--- src/rtl/mul16_sequencer.sv ---
// Multi-cycle 16x16 (or 8x8) unsigned multiply sequencer driving an external
// combinational 8x8 multiplier one byte pair per cycle and accumulating into 32 bits.
module mul16_sequencer (
    input  logic        clk,
    input  logic        rst,
    input  logic        in_valid,
    output logic        in_ready,
    input  logic [15:0] op_a,
    input  logic [15:0] op_b,
    input  logic        op_8bit,
    output logic [7:0]  mul_a,
    output logic [7:0]  mul_b,
    input  logic [15:0] mul_p,
    output logic        out_valid,
    input  logic        out_ready,
    output logic [31:0] product,
    output logic        busy
);

    typedef enum logic [2:0] {
        IDLE,
        PP0,
        PP1,
        PP2,
        PP3,
        DONE
    } state_t;

    state_t      state;
    state_t      state_nxt;
    logic [15:0] a_r;
    logic [15:0] b_r;
    logic        mode_r;
    logic [31:0] acc;
    logic [31:0] acc_nxt;
    logic [31:0] product_r;
    logic        accept;

    assign in_ready  = (state == IDLE) && !rst;
    assign accept    = in_valid && in_ready;
    assign out_valid = (state == DONE);
    assign busy      = (state != IDLE);
    assign product   = product_r;

    always_comb begin
        state_nxt = state;
        acc_nxt   = acc;
        mul_a     = 8'h00;
        mul_b     = 8'h00;
        case (state)
            IDLE: begin
                if (accept) begin
                    state_nxt = PP0;
                    acc_nxt   = 32'h0;
                end
            end
            PP0: begin
                mul_a     = a_r[7:0];
                mul_b     = b_r[7:0];
                acc_nxt   = {16'h0000, mul_p};
                state_nxt = mode_r ? DONE : PP1;
            end
            // Both cross terms carry a weight of 2^8.
            PP1: begin
                mul_a     = a_r[15:8];
                mul_b     = b_r[7:0];
                acc_nxt   = acc + {8'h00, mul_p, 8'h00};
                state_nxt = PP2;
            end
            PP2: begin
                mul_a     = a_r[7:0];
                mul_b     = b_r[15:8];
                acc_nxt   = acc + {8'h00, mul_p, 8'h00};
                state_nxt = PP3;
            end
            PP3: begin
                mul_a     = a_r[15:8];
                mul_b     = b_r[15:8];
                acc_nxt   = acc + {mul_p, 16'h0000};
                state_nxt = DONE;
            end
            DONE: begin
                if (out_ready) begin
                    state_nxt = IDLE;
                end
            end
            default: begin
                state_nxt = IDLE;
            end
        endcase
    end

    // The result register only loads on entry to DONE, so product stays
    // stable through the handshake and keeps its value while idle.
    always_ff @(posedge clk) begin
        if (rst) begin
            state     <= IDLE;
            a_r       <= 16'h0000;
            b_r       <= 16'h0000;
            mode_r    <= 1'b0;
            acc       <= 32'h0;
            product_r <= 32'h0;
        end else begin
            state <= state_nxt;
            acc   <= acc_nxt;
            if (accept) begin
                a_r    <= op_a;
                b_r    <= op_b;
                mode_r <= op_8bit;
            end
            if ((state != DONE) && (state_nxt == DONE)) begin
                product_r <= acc_nxt;
            end
        end
    end

endmodule

--- config.mk ---
export PLATFORM = sky130hd
export DESIGN_NAME = mul16_sequencer
export DESIGN_NICKNAME = d
export VERILOG_FILES = /design/src/rtl/mul16_sequencer.sv
export SDC_FILE = /design/constraint.sdc
export NUM_CORES = 1
export LEC_CHECK = 0
export BUFFER_PORTS_ARGS = -buffer_cell sky130_fd_sc_hd__buf_2
export CAP_MARGIN = 25
export CORE_MARGIN = 10
export CORE_UTILIZATION = 53
export DETAILED_ROUTE_END_ITERATION = 8
export PLACE_DENSITY = 0.88
export SYNTH_ARGS = -nofsm -noshare
export SYNTH_HDL_FRONTEND = slang
export SYNTH_SLANG_ARGS = --single-unit
--- constraint.sdc ---
create_clock -name clk -period 6.3 [get_ports clk]
set_input_delay 1.26 -clock clk [delete_from_list [all_inputs] [get_ports clk]]
set_output_delay 1.26 -clock clk [all_outputs]
set_load 0.005 [all_outputs]
Word level (Yosys, flattened, before mapping)

Cells that the tools add are included.

Register bits: 100
Input port bits: 53
Output and inout port bits: 51
Logic and storage cells: 34

$add $sub $neg: 2
Eq/ne operators: 7
Multiplexer cells: 8
Reductions and logical operators: 11

Operator list:

| kind                 | number |
|---|---|
| $pmux W32 S4         | 1 |
| $add A32 B24 Y32     | 1 |
| $add A32 B32 Y32     | 1 |
| $mux W32             | 1 |
| $pmux W8 S2          | 2 |
| $pmux W3 S6          | 1 |
| $reduce_or A2 Y1     | 5 |
| $eq A3 B3 Y1 const B | 3 |
| $mux W3              | 3 |
| $eq A3 B2 Y1 const B | 2 |
| $eq A3 B1 Y1 const B | 1 |
| $logic_and A1 B1 Y1  | 3 |
| $logic_not A3 Y1     | 1 |
| $ne A3 B3 Y1 const B | 1 |
| $reduce_bool A3 Y1   | 1 |
| $logic_not A1 Y1     | 1 |

Depth between registers and ports, before layout

Gate-level depths: netlist (run 1).

Depth after elaboration: 7
Mapped depth: 10
Mapped depth without buffers: 10

Worst setup path before layout (run 1)

OpenSTA, ideal clock, no wires.

Path kind: input -> register
Start point: input port mul_p[0]
End point: register acc[26]
Library setup time: 0.132 ns
Arrival: 3.329 ns
Data required time: 6.168 ns
Path slack: 2.840 ns
Cell stages on the path: 10
Path buffers: 0
Cell sequence: ha_1 > inv_1 > fa_1 > and2b_1 > o2111ai_2 > and4_4 > o31ai_4 > mux2_4 > a221oi_2 > a2111oi_2

Word-level cells in the longest chain between the ends: 2
Elaborated cells between the ends (all ways): 3
Those cells by class: add/sub: 2; mux: 1

RTL lines:

| element                                              | line       | source |
|---|---|---|
| from (decl)                                          | 13         | `input logic [15:0] mul_p,` |
| $add A32 B32 Y32 or $add A32 B24 Y32 (tied branches) | 79, 67, 73 |  |
| $pmux W32 S4 (*)                                     | 50         | `case (state)` |
| to (signal assigned)                                 | 105        | `acc <= acc_nxt;` |
| to (decl)                                            | 34         | `logic [31:0] acc;` |

Mark *: on every way between the ends. The rest lies on a longest branch, timed or not.
A chain may end at the register's enable or synchronous reset.

Worst setup path in the final report (run 1)

Start point: register state[1]
End point: output port mul_a[7]

Word-level cells in the longest chain between the ends: 3
Elaborated cells between the ends (all ways): 7
Those cells by class: eq/ne: 4; mux: 1; reduce/logical: 2

RTL lines:

| element                              | line | source |
|---|---|---|
| from (decl)                          | 29   | `state_t state;` |
| from (signal assigned)               | 104  | `state <= state_nxt;` |
| $eq A3 B3 Y1 (tied with other cells) | 50   |  |
| $reduce_or A2 Y1 (no source line)    | -    |  |
| $pmux W8 S2 (*)                      | 50   |  |
| to (decl)                            | 11   | `output logic [7:0] mul_a,` |

Marked as above.

==> results.json, run 1 <==
{
  "max_stage_delay_ns": 0.76,
  "crit_type": "flip-flop to primary output",
  "synth_area_leaders": "dfxtp_1, ha_1, nand2_1",
  "syn-num-nets": 788,
  "critPathTopFamily": "compound AO/OA/AOI/OAI gates",
  "synth-warning-count": 0,
  "core_sq_um": 10750,
  "total_power_w": 0.001622,
  "end_kind": "primary output",
  "p_per_area_nw_per_um2": 249.9,
  "p_int_w": 0.001038,
  "p_switching_w": 0.0005838,
  "post-route-period-util_pct": 61.61,
  "crit_arrival_ns": 2.62,
  "fin_area_sq_um": 6489,
  "hp-start": "product[28]$_SDFFE_PP0P_",
  "pre_cts_ws_ns": 2.484,
  "hold-path-cell-count": 2,
  "finalWorstSetupSlack_ns": 2.419,
  "maxSlewViolCount": 0,
  "required_ns": 5.04,
  "cts_resized": 0,
  "cts.sinks": 100,
  "slew_headroom_pct": 38.00,
  "cts_hold_buf": 0,
  "combPwrFrac_pct": 30.0,
  "ant_nets": 0,
  "path_buf_inv": 1,
  "ys_types": 67,
  "synth_seq_cells": 100,
  "htreeDepth": 3,
  "clock-root-buffer": "clkbuf_8",
  "row_count": 38,
  "grt_max_degree": 67,
  "ir_worst_vdd_mv": 0.1487,
  "power_frac_seq_pct": 45.1,
  "cts_made_buffers": 9,
  "yosysTopAreaCellShare_pct": 34.76,
  "start_kind": "flip-flop",
  "dr.pass1.iters": 8,
  "first_iter_violations": 500,
  "fillCellCount": 977,
  "hold_viol": 0,
  "rr_worst_depth": 10,
  "fin_setup_tns_ns": 0,
  "p_sw_share_pct": 36.00,
  "clock.fmax_mhz": 257.6,
  "diodes": 0,
  "outcome": "complete, no violations",
  "die-area_sq_um": 15440,
  "crit_start": "state[1]$_SDFF_PP0_",
  "p_leak_nw": 2.717,
  "first_global_vias": 5253,
  "setup_viol": 0,
  "cts_tree": "built",
  "layout.area.seq_sq_um": 2002,
  "min_to": "product[28]$_SDFFE_PP0P_",
  "io_buffers": 103,
  "grt_usage_pct": 20.48,
  "via_per_inst": 5.970,
  "worst_path_max_delay_cell": "dfxtp_1",
  "crit_fanout": 21,
  "rrSetupSlack_ns": 3.45,
  "clock_skew_ns": 0.008810,
  "final_common_cell": "buf_2",
  "synthCells": 702,
  "postCtsSetupBuffers": 0,
  "final_cell_mix": "buf_2, dfxtp_1, nand2_1",
  "netlist.top_cell.by_area": "dfxtp_1",
  "crit_chain": "nand2_1 > a21oi_1 > a22o_1 > buf_2",
  "gp_congestion": 1.018,
  "maxCapViolCount": 0,
  "die_w_um": 124.2,
  "drive_gt1_share_pct": 18.58,
  "hpwlAfterDp_mm": 12.49,
  "hold_class": "flip-flop to flip-flop",
  "worst_pin_slew_ns": 0.9300,
  "nNetsFinal": 873,
  "async_reset_ff_share_pct": 0,
  "synth_area_per_cell_sq_um": 8.204,
  "regToRegEndpoint": "acc[26]$_SDFF_PP0_",
  "insertion_delay_ns": 0.37,
  "wl_per_cell_um": 17.95,
  "grt_setup_unrepaired": "no",
  "clk_pin_slew_ns": 0.10,
  "synth_edf_count": 0,
  "cts_buffer_depth": 2,
  "clockPowerShare_pct": 24.9,
  "rr_startpoint": "acc[8]$_SDFF_PP0_",
  "synth_area_sq_um": 5759,
  "initial_core_util_pct": 53.60,
  "die_h_um": 124.2,
  "drc_errors": 0,
  "placed_area_sq_um": 6306,
  "ys.flop_type": "dfxtp_1",
  "area_growth_pct": 12.67,
  "drt-total-wl_mm": 16.71,
  "hold_ws_ns": 0.4607,
  "multi_input_area_sq_um": 3493,
  "grt_pass1_wl_mm": 26.99,
  "io_pins": 104,
  "antenna_found_initial": 0,
  "synth_seq_area_share_pct": 34.76,
  "finalCriticalPeriod_ns": 3.881,
  "num_vias": 5558,
  "overflow": 0
}
layer usage:
layer  GRT usage, %  vias up  routed length, um  part of all wire (%)
li1               -     2700                  -                     -
met1          26.08     2554               7214                    43
met2          32.82      266               7670                    46
met3          4.851       38               1376                   8.2
met4          7.539        0                450                   2.7
met5              0        -                  0                     0
metrics by stage:
step,util (%),std cells
after global placement,58.58,915
after detailed placement,58.69,916
after CTS,60.39,931
final,60.39,931
after floorplan,-,702
after global routing,60.39,931
final cells by class:
cell class,instances,area share [%]
clock buffer,10,2.121
clock inverter,5,0.6942
sequential,100,30.85
tap,140,2.700
multi-input combinational,549,53.84
inverter,17,0.9834
timing repair buffer,110,8.812
synthesized netlist by cell type, types with 4 or more instances:
master,instances
a22oi_1,24
buf_2,7
a221oi_1,4
xnor2_1,12
and3_1,4
xor2_1,11
o22ai_1,5
nand2_1,87
clkbuf_8,6
a21o_1,8
a31oi_1,5
o21ai_0,57
o21a_1,12
nor2_1,83
a21oi_1,37
nand2b_1,39
a211oi_1,26
ha_1,31
inv_1,16
or3_1,5
a22o_1,9
clkbuf_1,20
nand3_1,10
a222oi_1,6
nor3_1,11
dfxtp_1,100
worst max path at each step:
| stage | cells after the start | endpoint | slack (ns) |
|---|---|---|---|
| after floorplan | 10 | acc[26]$_SDFF_PP0_ | 2.84 |
| after global placement | 11 | acc[26]$_SDFF_PP0_ | 2.56 |
| after detailed placement | 11 | acc[26]$_SDFF_PP0_ | 2.48 |
| after CTS | 4 | mul_a[7] | 2.42 |
| after global routing | 4 | mul_a[7] | 2.28 |
| final | 4 | mul_a[7] | 2.42 |
worst min-delay path: stages, from the launching register on:
cell,delay [ns]
dfxtp_1,0.32
nand2_1,0.06
nand2_1,0.05
flip-flops by register name, indices dropped and copies added (netlist names):
| name | flops |
|---|---|
| a_r | 16 |
| state | 3 |
| product | 32 |
| acc | 32 |
| mode_r | 1 |
| b_r | 16 |
cell families (layout without fill, tap and decap cells):
| kind of cell | count (synthesis) | after routing | synth area share, % |
|---|---|---|---|
| AO/OA/AOI/OAI | 232 | 232 | 28.50 |
| buffers and inverters | 53 | 142 | 4.671 |
| AND/OR/NAND/NOR | 257 | 257 | 20.36 |
| XOR/XNOR | 23 | 23 | 3.498 |
| flip-flops | 100 | 100 | 34.76 |
| multiplexers | 4 | 4 | 0.7820 |
| adder cells (fa/ha/maj) | 33 | 33 | 7.430 |
power by group through the flow:
stage / Sequential (W) / Combinational, W / Clock, W
CTS: 0.000731 / 0.000478 / 0.000409
global route: 0.000740 / 0.000536 / 0.000429
finish: 0.000732 / 0.000486 / 0.000404
floorplan: 0.000732 / 0.000348 / 0
global placement: 0.000743 / 0.000467 / 0
detailed placement: 0.000745 / 0.000475 / 0
No activity file was read; power rests on OpenSTA's default activity.
==> inputs of run 2 (changes only) <==
clock period = 3.8 ns   (was 6.3 ns; I/O delays follow)
==> run 2 against run 1 <==
Against the previous run:
- combinational power increased by 65%
- clock-buffer cell count decreased by 1
- cell area increased by 0.69%
- register-to-register slack got worse by 2.4 ns
- via count decreased by 0.65%
- clock skew increased by 0.0022 ns
- routed wire length increased by 0.76%
- die area unchanged
- utilization increased by 0.42 points
- total power increased by 70%
- cell count increased by 0.32%
- sequential power increased by 65%
- critical path type unchanged
- largest cell class unchanged
==> results.json, run 2 (same netlist as run 1, synthesis figures left out) <==
{
  "outcome": "complete, no violations",
  "clock-root-buffer": "clkbuf_8",
  "nNetsFinal": 875,
  "core_sq_um": 10750,
  "fillCellCount": 1016,
  "cts_buffer_depth": 2,
  "diodes": 0,
  "crit_type": "flip-flop to primary output",
  "total_power_w": 0.002753,
  "first_global_vias": 5273,
  "overflow": 0,
  "post-route-period-util_pct": 89.90,
  "worst_path_max_delay_cell": "dfxtp_1",
  "insertion_delay_ns": 0.38,
  "cts_resized": 0,
  "antenna_found_initial": 0,
  "worst_pin_slew_ns": 0.7592,
  "drive_gt1_share_pct": 18.89,
  "cts_tree": "built",
  "postCtsSetupBuffers": 0,
  "cts_hold_buf": 0,
  "gp_congestion": 0.9854,
  "layout.area.seq_sq_um": 2002,
  "fin_setup_tns_ns": 0,
  "max_stage_delay_ns": 0.77,
  "maxCapViolCount": 0,
  "dr.pass1.iters": 5,
  "crit_chain": "nand2_1 > a21oi_1 > a22o_1 > buf_2",
  "die_h_um": 124.2,
  "start_kind": "flip-flop",
  "clk_pin_slew_ns": 0.10,
  "finalCriticalPeriod_ns": 3.416,
  "critPathTopFamily": "compound AO/OA/AOI/OAI gates",
  "grt_usage_pct": 20.67,
  "row_count": 38,
  "num_vias": 5522,
  "io_pins": 104,
  "globalRouteMet1Util_pct": 25.94,
  "busiest_layer": "met2",
  "grt_setup_unrepaired": "no",
  "wl_per_cell_um": 18.03,
  "clock_skew_ns": 0.01101,
  "hpwlAfterDp_mm": 12.76,
  "grt_pass1_wl_mm": 27.07,
  "die_w_um": 124.2,
  "path_buf_inv": 1,
  "ant_nets": 0,
  "initial_core_util_pct": 53.60,
  "htreeDepth": 3,
  "final_common_cell": "buf_2",
  "grt_max_degree": 67,
  "p_leak_nw": 2.737,
  "hold_viol": 0,
  "slew_headroom_pct": 49.39,
  "required_ns": 3.04,
  "setup_viol": 0,
  "multi_input_area_sq_um": 3493,
  "met3_usage_pct": 5.532,
  "p_per_area_nw_per_um2": 421.4,
  "cts_made_buffers": 9,
  "clock.fmax_mhz": 292.7,
  "grt_use_met2_pct": 33.31,
  "first_iter_violations": 512,
  "io_buffers": 103,
  "ir_worst_vdd_mv": 0.1955,
  "end_kind": "primary output",
  "crit_arrival_ns": 2.66,
  "cts.sinks": 100,
  "via_per_inst": 5.912,
  "hold_class": "flip-flop to flip-flop",
  "crit_fanout": 21,
  "die-area_sq_um": 15440,
  "area_growth_pct": 13.45,
  "maxSlewViolCount": 0,
  "final_cell_mix": "buf_2, dfxtp_1, nand2_1",
  "drt-total-wl_mm": 16.84,
  "drc_errors": 0
}
run 2: final cells by class:
class,count,area share (%)
timing repair buffer,112,8.924
clock inverter,7,1.417
multi-input combinational,549,53.47
tap,140,2.681
sequential,100,30.64
clock buffer,9,1.896
inverter,17,0.9766
run 2: path summary, 6_finish.rpt:
path | startpoint | slack [ns] | to | depth (start not counted)
worst max-delay path | state[1]$_SDFF_PP0_ | 0.38 | mul_a[6] | 4
worst min-delay path | product[28]$_SDFFE_PP0P_ | 0.45 | product[28]$_SDFFE_PP0P_ | 2
worst max register to register | acc[8]$_SDFF_PP0_ | 1.02 | acc[26]$_SDFF_PP0_ | 10
worst min register to register | product[28]$_SDFFE_PP0P_ | 0.45 | product[28]$_SDFFE_PP0P_ | 2
run 2: stage by stage:
step | hold slack, ns | std cells | util, % | worst slack [ns] | cell area [sq um]
2_1_floorplan | 0.4388 | 702 | - | 0.8399 | 5759
3_3_place_gp | 0.4359 | 918 | 58.79 | 0.5844 | 6317
3_5_place_dp | 0.4351 | 918 | 58.79 | 0.5236 | 6317
4_1_cts | 0.4506 | 934 | 60.81 | 0.4284 | 6534
5_1_grt | 0.4836 | 934 | 60.81 | 0.2379 | 6534
6_report | 0.4507 | 934 | 60.81 | 0.3836 | 6534
run 2: routing by layer:
| layer | share of wire (%) | vias up |
|---|---|---|
| met5 | 0 | - |
| met4 | 2.4 | 0 |
| met3 | 7.5 | 38 |
| met2 | 47 | 198 |
| met1 | 43 | 2575 |
| li1 | - | 2711 |
run 2: worst reg2reg max path: cells and delay by family, from the launching register on:
family          cells  cell delay, ns
compound gates      4            0.83
fa+ha+maj           2            0.61
buf+inv             1            0.07
flops               1            0.35
mux                 1            0.34
simple gates        2            0.46
run 2: report_power, final:
group	total (W)	switching, W	internal, W
sequential	0.00121	0.0000720	0.00114
combinational	0.000801	0.000486	0.000314
clock	0.000738	0.000416	0.000321
total	0.00275	0.000975	0.00178
